**src/rtl/cfg_write_arbiter_pkg.sv**
```systemverilog
// Shared definitions for the config-register write arbiter.
// Latency: n/a (types and constants only).
// Backpressure: n/a.
package cfg_write_arbiter_pkg;

    // Config space is 8 words of 16 bits.
    localparam int CFG_WORDS     = 8;
    localparam int CFG_WORD_BITS = 16;

    // SWEEP_PRIO: sweep wins, FIFO head serves idle cycles.
    // HOST_FORCED: one cycle in which the FIFO head is guaranteed a slot.
    typedef enum logic [0:0] {
        SWEEP_PRIO  = 1'b0,
        HOST_FORCED = 1'b1
    } arb_state_e;

    // Byte enables presented to the config register file.
    localparam logic [1:0] BE_NONE = 2'b00;
    localparam logic [1:0] BE_LO   = 2'b01;
    localparam logic [1:0] BE_HI   = 2'b10;
    localparam logic [1:0] BE_WORD = 2'b11;

endpackage

```
**src/rtl/sync_fifo.sv**
```systemverilog
// Generic single-clock FIFO with level output; head is read from storage flops.
// Latency: a pushed entry appears at the head no earlier than the next cycle.
// Backpressure: pushes are ignored while full, pops ignored while empty.
//
// Ports: clk_i/reset_i (sync, active-high); push_i/push_dat_i/full_o write side;
//        pop_i/head_dat_o/empty_o read side; level_o = occupied entries.
module sync_fifo #(
    parameter int WIDTH      = 12,
    parameter int LOG2_DEPTH = 2
) (
    input  logic                  clk_i,
    input  logic                  reset_i,
    input  logic                  push_i,
    input  logic [WIDTH-1:0]      push_dat_i,
    output logic                  full_o,
    input  logic                  pop_i,
    output logic [WIDTH-1:0]      head_dat_o,
    output logic                  empty_o,
    output logic [LOG2_DEPTH:0]   level_o
);

    localparam int DEPTH = 1 << LOG2_DEPTH;
    localparam logic [LOG2_DEPTH:0] PTR_ONE = 1;

    logic [WIDTH-1:0]    mem_q [DEPTH];
    logic [LOG2_DEPTH:0] wr_ptr_q;
    logic [LOG2_DEPTH:0] rd_ptr_q;
    logic                push_ok;
    logic                pop_ok;

    // Pointers carry one extra bit, so their difference is the level and
    // its MSB alone means "full" (the level never exceeds DEPTH).
    assign level_o    = wr_ptr_q - rd_ptr_q;
    assign full_o     = level_o[LOG2_DEPTH];
    assign empty_o    = (level_o == '0);
    assign push_ok    = push_i && !full_o;
    assign pop_ok     = pop_i && !empty_o;
    assign head_dat_o = mem_q[rd_ptr_q[LOG2_DEPTH-1:0]];

    always_ff @(posedge clk_i) begin
        if (reset_i) begin
            wr_ptr_q <= '0;
            rd_ptr_q <= '0;
        end else begin
            if (push_ok) wr_ptr_q <= wr_ptr_q + PTR_ONE;
            if (pop_ok)  rd_ptr_q <= rd_ptr_q + PTR_ONE;
        end
    end

    // Storage needs no reset: emptiness is defined by the pointers alone.
    always_ff @(posedge clk_i) begin
        if (push_ok && !reset_i) begin
            mem_q[wr_ptr_q[LOG2_DEPTH-1:0]] <= push_dat_i;
        end
    end

endmodule

```
**src/rtl/cfg_write_arbiter.sv**
```systemverilog
// Arbitrates byte-wide host config writes (queued) against word-wide sweep writes.
// Latency: sweep granted combinationally; host write earliest the cycle after push.
// Backpressure: host_ready from registered FIFO level; sweep_ready low when not granted.
//
// Ports: clk/reset (sync, active-high);
//        host_valid/host_ready/host_addr/host_byte_hi/host_data - queued byte writes;
//        sweep_valid/sweep_ready/sweep_addr/sweep_data - word writes, retried by holding valid;
//        cfg_we/cfg_w_addr/cfg_w_data - single write port to config registers;
//        fifo_level - occupied host FIFO entries.
module cfg_write_arbiter
    import cfg_write_arbiter_pkg::*;
#(
    parameter int CFG_ADDR_BITS   = $clog2(CFG_WORDS),
    parameter int LOG2_FIFO_DEPTH = 2,
    parameter int STARVE_LIMIT    = 3
) (
    input  logic                        clk,
    input  logic                        reset,
    input  logic                        host_valid,
    output logic                        host_ready,
    input  logic [CFG_ADDR_BITS-1:0]    host_addr,
    input  logic                        host_byte_hi,
    input  logic [7:0]                  host_data,
    input  logic                        sweep_valid,
    output logic                        sweep_ready,
    input  logic [CFG_ADDR_BITS-1:0]    sweep_addr,
    input  logic [CFG_WORD_BITS-1:0]    sweep_data,
    output logic [1:0]                  cfg_we,
    output logic [CFG_ADDR_BITS-1:0]    cfg_w_addr,
    output logic [CFG_WORD_BITS-1:0]    cfg_w_data,
    output logic [LOG2_FIFO_DEPTH:0]    fifo_level
);

    localparam int ENTRY_W = CFG_ADDR_BITS + 1 + 8;
    localparam int CNT_W   = $clog2(STARVE_LIMIT + 1);
    localparam logic [CNT_W-1:0] CNT_LIMIT = CNT_W'(STARVE_LIMIT);
    localparam logic [CNT_W-1:0] CNT_ONE   = 1;

    arb_state_e               state_q, state_d;
    logic [CNT_W-1:0]         starve_cnt_q, starve_cnt_d;

    logic                     fifo_full;
    logic                     fifo_empty;
    logic [ENTRY_W-1:0]       head_dat;
    logic [CFG_ADDR_BITS-1:0] head_addr;
    logic                     head_hi;
    logic [7:0]               head_byte;
    logic                     sweep_gnt;
    logic                     host_gnt;

    assign host_ready = !fifo_full;

    sync_fifo #(
        .WIDTH      (ENTRY_W),
        .LOG2_DEPTH (LOG2_FIFO_DEPTH)
    ) u_host_fifo (
        .clk_i      (clk),
        .reset_i    (reset),
        .push_i     (host_valid),
        .push_dat_i ({host_addr, host_byte_hi, host_data}),
        .full_o     (fifo_full),
        .pop_i      (host_gnt),
        .head_dat_o (head_dat),
        .empty_o    (fifo_empty),
        .level_o    (fifo_level)
    );

    assign {head_addr, head_hi, head_byte} = head_dat;

    // Grants are masked during reset so the reset cycle never writes config.
    // The head only competes when the sweep is not granted, which also covers
    // HOST_FORCED (sweep never granted there).
    assign sweep_gnt   = !reset && sweep_valid && (state_q == SWEEP_PRIO);
    assign host_gnt    = !reset && !fifo_empty && !sweep_gnt;
    assign sweep_ready = sweep_gnt;

    always_comb begin
        cfg_we     = BE_NONE;
        cfg_w_addr = '0;
        cfg_w_data = '0;
        if (sweep_gnt) begin
            cfg_we     = BE_WORD;
            cfg_w_addr = sweep_addr;
            cfg_w_data = sweep_data;
        end else if (host_gnt) begin
            cfg_we     = head_hi ? BE_HI : BE_LO;
            cfg_w_addr = head_addr;
            cfg_w_data = {head_byte, head_byte};
        end
    end

    // Starvation: count sweep grants that block a waiting head. Switching on
    // the next-state count makes the forced cycle follow the LIMIT-th blocked
    // grant directly, so exactly LIMIT sweeps go through before the host.
    always_comb begin
        starve_cnt_d = starve_cnt_q;
        if (host_gnt || fifo_empty) begin
            starve_cnt_d = '0;
        end else if (state_q == SWEEP_PRIO && sweep_gnt) begin
            starve_cnt_d = starve_cnt_q + CNT_ONE;
        end

        state_d = SWEEP_PRIO;
        if (state_q == SWEEP_PRIO && starve_cnt_d == CNT_LIMIT) begin
            state_d = HOST_FORCED;
        end
    end

    always_ff @(posedge clk) begin
        if (reset) begin
            state_q      <= SWEEP_PRIO;
            starve_cnt_q <= '0;
        end else begin
            state_q      <= state_d;
            starve_cnt_q <= starve_cnt_d;
        end
    end

endmodule

```
**config.mk**
```make
export PLATFORM = sky130hd
export DESIGN_NAME = cfg_write_arbiter
export DESIGN_NICKNAME = d
export VERILOG_FILES = /design/src/rtl/cfg_write_arbiter_pkg.sv /design/src/rtl/sync_fifo.sv /design/src/rtl/cfg_write_arbiter.sv
export SDC_FILE = /design/constraint.sdc
export NUM_CORES = 1
export LEC_CHECK = 0
export CAP_MARGIN = 20
export CORE_UTILIZATION = 45
export DETAILED_ROUTE_END_ITERATION = 10
export GPL_TIMING_DRIVEN = 1
export PLACE_DENSITY = 0.85
export SKIP_CTS_REPAIR_TIMING = 1
export SLEW_MARGIN = 20
export SYNTH_ARGS = -nofsm -noshare
export SYNTH_HDL_FRONTEND = slang
export SYNTH_SLANG_ARGS = --single-unit
```
**constraint.sdc**
```tcl
create_clock -name clk -period 3.03 [get_ports clk]
set_clock_uncertainty 0.2 [all_clocks]
set_input_delay 0.303 -clock clk [delete_from_list [all_inputs] [get_ports clk]]
set_output_delay 0.303 -clock clk [all_outputs]
set_load 0.01 [all_outputs]
```
; ---- Word-level counts from Yosys, hierarchy flattened
; Memory sizes are Yosys's and may differ from the RTL's. A register that Yosys moved wholly into a read port is not among the register bits.
; Cells that the tools add are included.
[classes]
n_eq_ne = 1
mux = 14
n_bitwise = 1
addsub = 4
n_reduce_logical = 15
[op_table]
columns = cell, n
row1 = 2-to-1 mux 16 bit, 2
row2 = 2-to-1 mux 2 bit, 7
row3 = logical AND 1 bit, 9
row4 = "adder 3 x 1 -> 3 bit, second input constant", 2
row5 = 2-to-1 mux 3 bit, 2
row6 = zero test 1 bit, 4
row7 = zero test 3 bit, 1
row8 = 2-to-1 mux 1 bit, 3
row9 = subtractor 3 bit, 1
row10 = "adder 2 x 1 -> 2 bit, second input constant", 1
row11 = "equality test 2 bit, second input constant", 1
row12 = logical OR 1 bit, 1
row13 = inverter 1 bit, 1
[totals]
reg_bits = 9
elab_cells = 40
ramBits = 48
memories = 1
inputBits = 35
output_inout_bits = 26
[memory_table]
columns = name, depth, word_bits, read_ports, rd_clocked_by_memory_dff, wr, line
row1 = u_host_fifo.mem_q, 4, 12, 1, 1, 1, sync_fifo.sv:25  ; logic [WIDTH-1:0] mem_q [DEPTH];

; ---- Depth between registers and ports, before layout
; Gate-level depths: netlist of run 1.
[depth]
depth_word = 10
depth_mapped = 8
mapped_depth_nobuf = 7

; ---- By module
; From an unflattened synthesis of run 1, not the netlist that was laid out.
[hier_totals]
cells_unflattened = 189
area_unflattened_um2 = 2691.3
[modules_own_cells]
columns = mod, seq_area_each_um2, area_per_inst_um2, cells_per_inst, n_inst
row1 = sync_fifo, 1601.5, 2259.7, 116, 1
row2 = cfg_write_arbiter, 60.1, 431.7, 73, 1

; ---- Worst setup path after synthesis of run 1
; OpenSTA, ideal clock, no wires.
[synth_timing]
path_type = flip-flop to flip-flop
startpoint = register u_host_fifo.wr_ptr_q[0]
endpoint = memory u_host_fifo.mem_q[3][0], enable pin
setup_ns = 0.399
required_time_ns = 2.431
path_buffers = 0
arrival_time_ns = 2.537
path_slack_ns = -0.106
period_less_slack_ns = 3.136
stages_incl_launch_ff = 7
path_cell_list = dfxtp_1 -> inv_1 -> ha_1 -> fa_1 -> xnor3_2 -> nand2_1 -> nor3b_1
[synth_via]
elab_chain_len = 6
[synth_rtl]
columns = element, line
row1 = start: declaration, sync_fifo.sv:26  ; logic [LOG2_DEPTH:0] wr_ptr_q;
row2 = start signal: assignment, sync_fifo.sv:45  ; if (push_ok) wr_ptr_q <= wr_ptr_q + PTR_ONE;
row3 = subtractor 3 bit, sync_fifo.sv:33  ; assign level_o = wr_ptr_q - rd_ptr_q;
row4 = zero test 1 bit, -
row5 = named net host_ready, cfg_write_arbiter.sv:20  ; output logic host_ready,
row6 = logical AND 1 bit, sync_fifo.sv:36  ; assign push_ok = push_i && !full_o;
row7 = logical AND 1 bit, sync_fifo.sv:52  ; if (push_ok && !reset_i) begin
row8 = 2-to-1 mux 1 bit, sync_fifo.sv:52
row9 = 2-to-1 mux 1 bit (not written as such), sync_fifo.sv:53  ; mem_q[wr_ptr_q[LOG2_DEPTH-1:0]] <= push_dat_i;
row10 = end: declaration, sync_fifo.sv:25
; The timed path passes the listed nets, and every way through them passes these cells.

; ---- Worst setup path in the final report of run 1
[layout_timing]
startpoint = register u_host_fifo.wr_ptr_q[0]
endpoint = output fifo_level[2]
[layout_via]
elab_chain_len = 1
[layout_rtl]
columns = element, line
row1 = subtractor 3 bit, sync_fifo.sv:33
row2 = end: declaration, cfg_write_arbiter.sv:31  ; output logic [LOG2_FIFO_DEPTH:0] fifo_level
; Every way passes these cells.

==> results of run 1 <==
-- Yosys cell counts (all sizes together), types with 4 or more instances --
| library cell | count | area share (%) |
|---|---|---|
| edfxtp | 48 | 53 |
| a21oi | 22 | 4.1 |
| nand2 | 22 | 3.1 |
| mux4 | 12 | 10 |
| o211ai | 12 | 4.3 |
| dfxtp | 11 | 8.1 |
| buf | 9 | 2.1 |
| nor2 | 7 | 0.97 |
| ha | 6 | 2.8 |
| inv | 5 | 0.79 |
| clkbuf | 4 | 0.56 |
| mux2 | 4 | 1.8 |
| nor3b | 4 | 1.1 |
-- where the power goes --
group	internal, W	switching, W	total [W]
Combinational	0.000550	0.000551	0.00110
Clock	0.000460	0.000286	0.000746
Sequential	0.000968	0.0000593	0.00103
Total	0.00198	0.000896	0.00288
-- final cells by class --
type	instances	share of cell area [%]
clock buffer	11	3.544
multi-input combinational	109	25.85
tap	72	2.430
timing repair inverter	1	0.1687
inverter	5	0.6412
timing repair buffer	73	20.42
sequential	59	44.85
clock inverter	5	2.092
-- worst paths after layout --
kind	endpoint	cells past startpoint	slack (ns)	from
max	fifo_level[2]	6	0.18	u_host_fifo.wr_ptr_q[0]
min	starve_cnt_q[0]	1	0.28	starve_cnt_q[0]
max reg2reg	u_host_fifo.mem_q[0][5]	9	0.20	u_host_fifo.wr_ptr_q[0]
min reg2reg	starve_cnt_q[0]	1	0.28	starve_cnt_q[0]
-- critical path, stage by stage, from the launching register on --
cell	delay (ns)
dfxtp_2	0.35
inv_1	0.09
ha_1	0.20
fa_2	0.36
xnor3_2	0.32
inv_4	0.14
clkdlybuf4s50_1	0.56
-- routing by layer --
layer | vias to the layer above | wire, um | global-route usage [%]
met5 | - | 0 | 0
met4 | 0 | 184 | 9.818
met3 | 14 | 482 | 6.057
met2 | 85 | 2641 | 30.43
met1 | 874 | 2220 | 20.66
li1 | 848 | - | -
-- state kept, by name (all words and copies together), names as in the netlist, named ones only --
register / count
u_host_fifo.wr_ptr_q: 3
u_host_fifo.mem_q: 48
u_host_fifo.rd_ptr_q: 3
starve_cnt_q: 2
state_q: 1
-- through the flow --
step	instance area, um2	setup TNS [ns]	hold WS (ns)	util (%)	std cells
2_1_floorplan	2703	-4.905	0.2019	-	186
3_3_place_gp	3412	0	0.2454	60.48	317
3_5_place_dp	3412	0	0.2674	60.48	317
4_1_cts	3621	-4.495	0.2738	64.18	333
5_1_grt	3707	0	0.3098	65.71	335
6_report	3707	0	0.2780	65.71	335
-- kinds of logic (layout without fill, tap and decap cells) --
family / count (synthesis) / after routing / synth area share (%)
DFF: 59 / 59 / 61.48
and+or+nand+nor: 43 / 43 / 7.639
AOI/OAI and AO/OA: 38 / 38 / 9.861
muxes: 18 / 18 / 12.55
buffers and inverters: 18 / 95 / 3.426
adders and majority gates: 7 / 7 / 3.518
xor gates and xnor gates: 3 / 3 / 1.528
==> flow_metrics.tcl, run 1 <==
set metrics [dict create \
    port-buffer-count 60 \
    worstPathMaxFanout 8 \
    yosysUniqueCellTypes 32 \
    async_reset_ff_share_pct 0 \
    vdd_drop_max_v 0.0003974 \
    antenna_found_initial 0 \
    synth-edff-count 48 \
    synth_nets 228 \
    start_kind "flop" \
    cp.required_ns 2.53 \
    dr.pass1.iters 4 \
    fp.dieW_um 79.50 \
    fmax_ghz 0.3504 \
    post_drt_wl_per_cell_um 16.50 \
    yosys_register_bits 59 \
    cts_inserted_buffers 9 \
    clkTransAtPathRegs_ns 0.06 \
    grt_pass1_wl_um 8293 \
    setup_viol 0 \
    synth.avg_cell_area_um2 14.53 \
    overflow 0 \
    vias_per_cell 5.436 \
    grt_max_degree 39 \
    antenna_cells 0 \
    nFillCells 387 \
    p_leak_nw 1.593 \
    status "finished clean" \
    design.die.area_um2 6319 \
    synthFlopType "edfxtp_1" \
    worstSetupEndpointType "primary output" \
    drv_cap 0 \
    io_pins 61 \
    rsz0062_at_grt "false" \
    ys_warn_count 0 \
    nets 300 \
    layout_commonest_cell "edfxtp_1" \
    path_class "flop to primary output" \
    die_y_um 79.50 \
    max_slew_margin_pct 63.67 \
    syn_inst 186 \
    hp-class "flop to flop" \
    clockBufferDepth 2 \
    layout_common_cells "48 x edfxtp_1, 38 x clkdlybuf4s50_1, 22 x nand2_1, 22 x dlymetal6s2s_1, 20 x a21oi_1" \
    drc 0 \
    wl_um 5529 \
    finalMaxSlewViolations 0 \
    worst_pin_slew_ns 0.5449 \
    synth_area_um2 2703 \
    clock_latency_ns 0.33 \
    grt_pass1_vias 1728 \
    total_power_w 0.002875 \
    cts_sinks 59 \
    yosysSeqAreaShare_pct 61.48 \
    cts_tree "built" \
    dp_hpwl_um 3646 \
    finalHoldViolations 0 \
    htreeDepth 3 \
    vias 1821 \
    dp_slack_ns 0.1307 \
    ctsRootBufferMaster "clkbuf_8" \
    fin_ws_ns 0.1762 \
    drive_gt1_share_pct 21.67 \
    fin_crit_ns 2.854 \
    initial_core_util_pct 47.90 \
    syn_to_final_growth_pct 37.18 \
    multi_input_area_um2 958.4 \
    gp_congestion 0.7359 \
    antenna_left 0 \
    finalCritPeriodShare_pct 94.19 \
    fp-row-count 27 \
    drtIter0Drc 84 \
    arrival_ns 2.35 \
    powerDensity_nw_per_um2 775.6 \
    core-area_um2 5642 \
    grt_usage_pct 18.27 \
    seq_area_um2 1663 \
]
No activity file was read; power rests on OpenSTA's default activity.
==> run 2: changes to the inputs <==
--- a/config.mk
+++ b/config.mk
@@ -15,3 +15,4 @@
 export SYNTH_ARGS = -nofsm -noshare
 export SYNTH_HDL_FRONTEND = slang
 export SYNTH_SLANG_ARGS = --single-unit
+export TNS_END_PERCENT = 5
==> run 2 against run 1 <==
Net effect: the flow now finishes with violations (negative setup slack); maximum frequency down 8.8%; global-route usage is the same; die area unchanged; first-iteration DRC count stayed put; routed wire length is 0.18% lower; clock-buffer cell count stayed put; core utilization down 0.20 points; final cell count did not move; worst hold slack lost 0.0034 ns; combinational power about the same; critical path depth up 2; critical path type unchanged; largest cell class unchanged; highest routed layer unchanged.
==> flow_metrics.tcl, run 2 (same netlist as run 1, synthesis figures left out) <==
set metrics [dict create \
    r2r_start "u_host_fifo.wr_ptr_q[0]" \
    gp_congestion 0.7359 \
    grt_max_degree 39 \
    grt_usage_pct 18.27 \
    rsz0062_at_grt "true" \
    placed_cells 317 \
    clock_latency_ns 0.33 \
    worstSetupEndpointType "primary output" \
    p_clk_share_pct 26.0 \
    grt_pass1_wl_um 8293 \
    fin_area_um2 3696 \
    antenna_found_initial 0 \
    post_drt_wl_per_cell_um 16.47 \
    overflow 0 \
    vias_per_cell 5.394 \
    drive_gt1_share_pct 21.67 \
    seq_power_share_pct 35.7 \
    setup_viol 4 \
    cp-endpoint "cfg_w_data[3]" \
    path_class "flop to primary output" \
    switchingPower_w 0.0008940 \
    vdd_drop_max_v 0.0003973 \
    layout_commonest_cell "edfxtp_1" \
    status "complete, but fails checks" \
    dp_slack_ns 0.1307 \
    r2r-end "u_host_fifo.mem_q[0][5]" \
    start_kind "flop" \
    cts_inserted_buffers 9 \
    fmax_ghz 0.3197 \
    wl_um 5519 \
    powerDensity_nw_per_um2 777.8 \
    grt_pass1_vias 1728 \
    dr.pass1.iters 4 \
    utilization_pct 65.51 \
    intPower_w 0.001981 \
    nFillCells 392 \
    multi_input_area_um2 958.4 \
    fin_crit_ns 3.128 \
    clockBufferDepth 2 \
    arrival_ns 2.62 \
    htreeDepth 3 \
    seq_area_um2 1663 \
    final_cells 335 \
    layout_common_cells "48 x edfxtp_1, 42 x clkdlybuf4s50_1, 22 x nand2_1, 20 x a21oi_1, 18 x dlymetal6s2s_1" \
    cp.required_ns 2.53 \
    violations "negative setup slack" \
    ctsRootBufferMaster "clkbuf_8" \
    fin_ws_ns -0.09776 \
    reg2reg_depth 9 \
    syn_to_final_growth_pct 36.76 \
    fp.dieW_um 79.50 \
    finalSetupTns_ns -0.3129 \
    combPwrFrac_pct 38.3 \
    hp-class "flop to flop" \
    die_y_um 79.50 \
    io_pins 61 \
    cp-startpoint "u_host_fifo.wr_ptr_q[0]" \
    nets 300 \
    place_area_um2 3412 \
    drv_cap 0 \
    cts_tree "built" \
    vias 1807 \
    port-buffer-count 60 \
    finalHoldViolations 0 \
    finalCritPeriodShare_pct 103.2 \
    cts_sinks 59 \
    antenna_left 0 \
    finalMaxSlewViolations 0 \
    drtIter0Drc 84 \
    clkTransAtPathRegs_ns 0.06 \
    largest_reg_flops 48 \
    p_leak_nw 1.531 \
    max_slew_margin_pct 64.23 \
    design.die.area_um2 6319 \
    drc 0 \
    worst_pin_slew_ns 0.5366 \
    sw_frac_of_total_pct 31.10 \
    initial_core_util_pct 47.90 \
    fp-row-count 27 \
    antenna_cells 0 \
    core-area_um2 5642 \
    ff2ff_setup_slack_ns 0.21 \
    worstPathMaxFanout 8 \
    dp_hpwl_um 3646 \
]
run 2: cell types whose count changed in the layout (fill, tap and decap cells not counted):
cell,delta
dlymetal6s2s_1,-4
clkinv_2,+1
clkdlybuf4s50_1,+4
inv_4,-1
run 2: worst min path at each step:
stage                              end  cells past startpoint       startpoint
4_1_cts                starve_cnt_q[0]                      1  starve_cnt_q[0]
2_1_floorplan  u_host_fifo.mem_q[0][0]                      0     host_data[0]
5_1_grt                starve_cnt_q[0]                      1  starve_cnt_q[0]
3_5_place_dp           starve_cnt_q[0]                      1  starve_cnt_q[0]
6_report               starve_cnt_q[0]                      1  starve_cnt_q[0]
3_3_place_gp           starve_cnt_q[0]                      1  starve_cnt_q[0]
run 2: final cells by class:
class                   instances  area share [%]
multi-input cells             109           25.93
well taps                      72           2.437
repair buffers                 73           20.21
clock buffers                  11           3.555
inverters                       5          0.6432
flip-flops and latches         59           44.99
repair inverters                1          0.1354
clock inverters                 5           2.099
run 2: through the flow:
step                      hold slack (ns)  power, W
after floorplan                    0.2019  0.001706
after global placement             0.2454  0.002081
after detailed placement           0.2674  0.002097
after CTS                          0.2738  0.002860
after global routing               0.3098  0.003010
final                              0.2746  0.002875
run 2: critical path, stage by stage, from the launching register on:
cell	delay, ns
dfxtp_2	0.35
inv_1	0.09
ha_1	0.20
fa_2	0.36
xnor3_2	0.31
clkinv_2	0.14
o211ai_2	0.12
a21oi_1	0.16
clkdlybuf4s50_1	0.56
run 2: per-layer routing:
metal	track usage, %	vias up	wire, um
li1	-	848	-
met1	20.66	866	2230
met2	30.43	79	2653
met3	6.057	14	450
met4	9.818	0	184
met5	0	-	0
run 2: power by group through the flow:
stage          logic, W  clock network [W]  registers (W)
2_1_floorplan  0.000689                  0        0.00102
3_3_place_gp    0.00104                  0        0.00104
3_5_place_dp    0.00105                  0        0.00104
4_1_cts         0.00107           0.000765        0.00103
5_1_grt         0.00118           0.000789        0.00104
6_report        0.00110           0.000746        0.00103
==> run 3: changes to the inputs <==
--- a/config.mk
+++ b/config.mk
@@ -6,10 +6,11 @@
 export NUM_CORES = 1
 export LEC_CHECK = 0
 export CAP_MARGIN = 20
-export CORE_UTILIZATION = 45
+export CORE_UTILIZATION = 35
 export DETAILED_ROUTE_END_ITERATION = 10
-export GPL_TIMING_DRIVEN = 1
-export PLACE_DENSITY = 0.85
+export GPL_TIMING_DRIVEN = 0
+export PLACE_DENSITY = 0.7
+export REMOVE_ABC_BUFFERS = 1
 export SKIP_CTS_REPAIR_TIMING = 1
 export SLEW_MARGIN = 20
 export SYNTH_ARGS = -nofsm -noshare
==> run 3 against run 2 <==
Net effect: the run still ends with negative setup slack left; non-clock buffer count fell by 2; routed wire length grew 6.6%; sequential share of layout area down 0.89 points; global-route usage down 3.3 points; total power grew 2.4%; clock-buffer cell count fell by 2; design area up 2.1%; final cell count grew 7.5%; first-iteration DRC count grew 19%; combinational power barely moved; worst setup slack better by 0.096 ns; via count is 0.44% lower; critical path type is now flop to flop; critical endpoint is now u_host_fifo.mem_q[0][4]; largest cell class unchanged.
==> flow_metrics.tcl, run 3 (same netlist as run 1, synthesis figures left out) <==
set metrics [dict create \
    path_buf_inv 3 \
    fp-row-count 31 \
    fin_crit_ns 3.032 \
    vdd_drop_max_v 0.0003494 \
    wl_um 5881 \
    setup_viol 1 \
    dr.pass1.iters 4 \
    largest_reg_flops 48 \
    grt_usage_pct 14.92 \
    vias 1799 \
    violations "negative setup slack" \
    start_kind "flop" \
    cts_sinks 59 \
    path_cells "inv_2 -> ha_1 -> fa_2 -> xnor3_2 -> buf_4 -> nand2_1 -> nor3b_2 -> buf_4" \
    fp.dieW_um 89.88 \
    vias_per_cell 4.997 \
    final_cells 360 \
    post_drt_wl_per_cell_um 16.34 \
    intPower_w 0.001988 \
    clockBufferDepth 2 \
    cp.required_ns 2.88 \
    cts_inserted_buffers 9 \
    drive_gt1_share_pct 26.05 \
    rsz0062_at_grt "true" \
    port-buffer-count 60 \
    gp_congestion 0.6623 \
    worstSetupEndpointType "flop" \
    switchingPower_w 0.0009548 \
    nFillCells 643 \
    antenna_found_initial 0 \
    seq_power_share_pct 35.7 \
    fin_ws_ns -0.001717 \
    max_slew_margin_pct 44.76 \
    drv_cap 0 \
    dp_hpwl_um 3870 \
    layout_commonest_cell "edfxtp_1" \
    nets 298 \
    core-area_um2 7370 \
    drc 0 \
    p_clk_share_pct 25.9 \
    initial_core_util_pct 36.67 \
    worstPathMaxFanout 7 \
    dp_slack_ns -0.2310 \
    placed_cells 337 \
    layout_common_cells "48 x edfxtp_1, 37 x clkdlybuf4s50_1, 21 x nand2_1, 20 x dlymetal6s2s_1, 18 x a21oi_1" \
    clkTransAtPathRegs_ns 0.06 \
    io_pins 61 \
    ctsRootBufferMaster "clkbuf_8" \
    syn_to_final_growth_pct 39.63 \
    cpPeakStageDelay_ns 0.61 \
    design.die.area_um2 8078 \
    htreeDepth 3 \
    fmax_ghz 0.3298 \
    p_leak_nw 1.580 \
    hold_slack_ns 0.2712 \
    powerDensity_nw_per_um2 779.7 \
    antenna_left 0 \
    arrival_ns 2.88 \
    cpMaxStageDelayCell "nor3b_2" \
    hp-class "flop to flop" \
    worst_pin_slew_ns 0.8287 \
    combPwrFrac_pct 38.4 \
    sw_frac_of_total_pct 32.45 \
    grt_pass1_wl_um 8914 \
    finalHoldViolations 0 \
    finalCritPeriodShare_pct 100.1 \
    path_class "flop to flop" \
    cts_tree "built" \
    grt_max_degree 39 \
    clock_latency_ns 0.34 \
    critical_path.most_common_cell "buf_4" \
    finalMaxSlewViolations 0 \
    crit_family "simple AND/OR/NAND/NOR gates" \
    utilization_pct 51.21 \
    status "complete, but fails checks" \
    grt_pass1_vias 1753 \
    overflow 0 \
    antenna_cells 0 \
    drtIter0Drc 100 \
    die_y_um 89.88 \
]
==> run 3: cell types whose count changed in the layout (fill, tap and decap cells not counted), sizes merged <==
cell | before | now
clkbuf | 11 | 10
clkinv | 4 | 2
inv | 4 | 7
clkdlybuf4s50 | 42 | 37
dlymetal6s2s | 18 | 20
clkinvlp | 1 | 2
==> run 3: worst paths after layout <==
check / startpoint / to / slack (ns) / cells past startpoint
min: starve_cnt_q[0] / starve_cnt_q[0] / 0.27 / 1
max reg2reg: u_host_fifo.wr_ptr_q[0] / u_host_fifo.mem_q[0][4] / -0.002 / 8
max: u_host_fifo.wr_ptr_q[0] / u_host_fifo.mem_q[0][4] / -0.002 / 8
min reg2reg: starve_cnt_q[0] / starve_cnt_q[0] / 0.27 / 1
==> run 3: area by class of cell <==
cell class / count / area (um2) / share of cell area [%]
flip-flops and latches: 59 / 1664 / 44.10
multi-input cells: 109 / 996.0 / 26.39
repair buffers: 71 / 737.0 / 19.53
clock buffers: 9 / 123.9 / 3.282
well taps: 99 / 123.9 / 3.282
clock inverters: 7 / 91.34 / 2.420
inverters: 5 / 26.28 / 0.6963
repair inverters: 1 / 11.26 / 0.2984
==> run 3: worst register-to-register path: cells and delay by family (launching register included) <==
kind,cells,cell delay (ns)
xor+xnor,1,0.37
buf+inv,3,0.50
simple gates,2,0.78
flops,1,0.36
fa+ha+maj,2,0.55
==> run 3: layer usage <==
metal | global-route usage, % | share of wire [%] | vias to the layer above
li1 | - | - | 851
met1 | 17.77 | 42 | 882
met2 | 23.91 | 51 | 58
met3 | 6.091 | 5.7 | 8
met4 | 6.317 | 1.6 | 0
met5 | 0 | 0 | -
==> run 3: metrics by stage <==
step / cell area, um2 / total power (W) / TNS [ns]
after floorplan: 2631 / 0.001647 / -4.905
after global placement: 3356 / 0.002039 / -56.96
after detailed placement: 3426 / 0.002075 / -4.197
after CTS: 3641 / 0.002841 / -12.30
after global routing: 3774 / 0.003092 / -2.266
final: 3774 / 0.002942 / -0.001717
==> run 3: power by group through the flow <==
stage                     clock network [W]  logic (W)  registers (W)
after global routing               0.000806    0.00122        0.00107
after CTS                          0.000777    0.00101        0.00105
after detailed placement                  0    0.00101        0.00107
after global placement                    0   0.000972        0.00107
after floorplan                           0   0.000603        0.00104
final                              0.000762    0.00113        0.00105
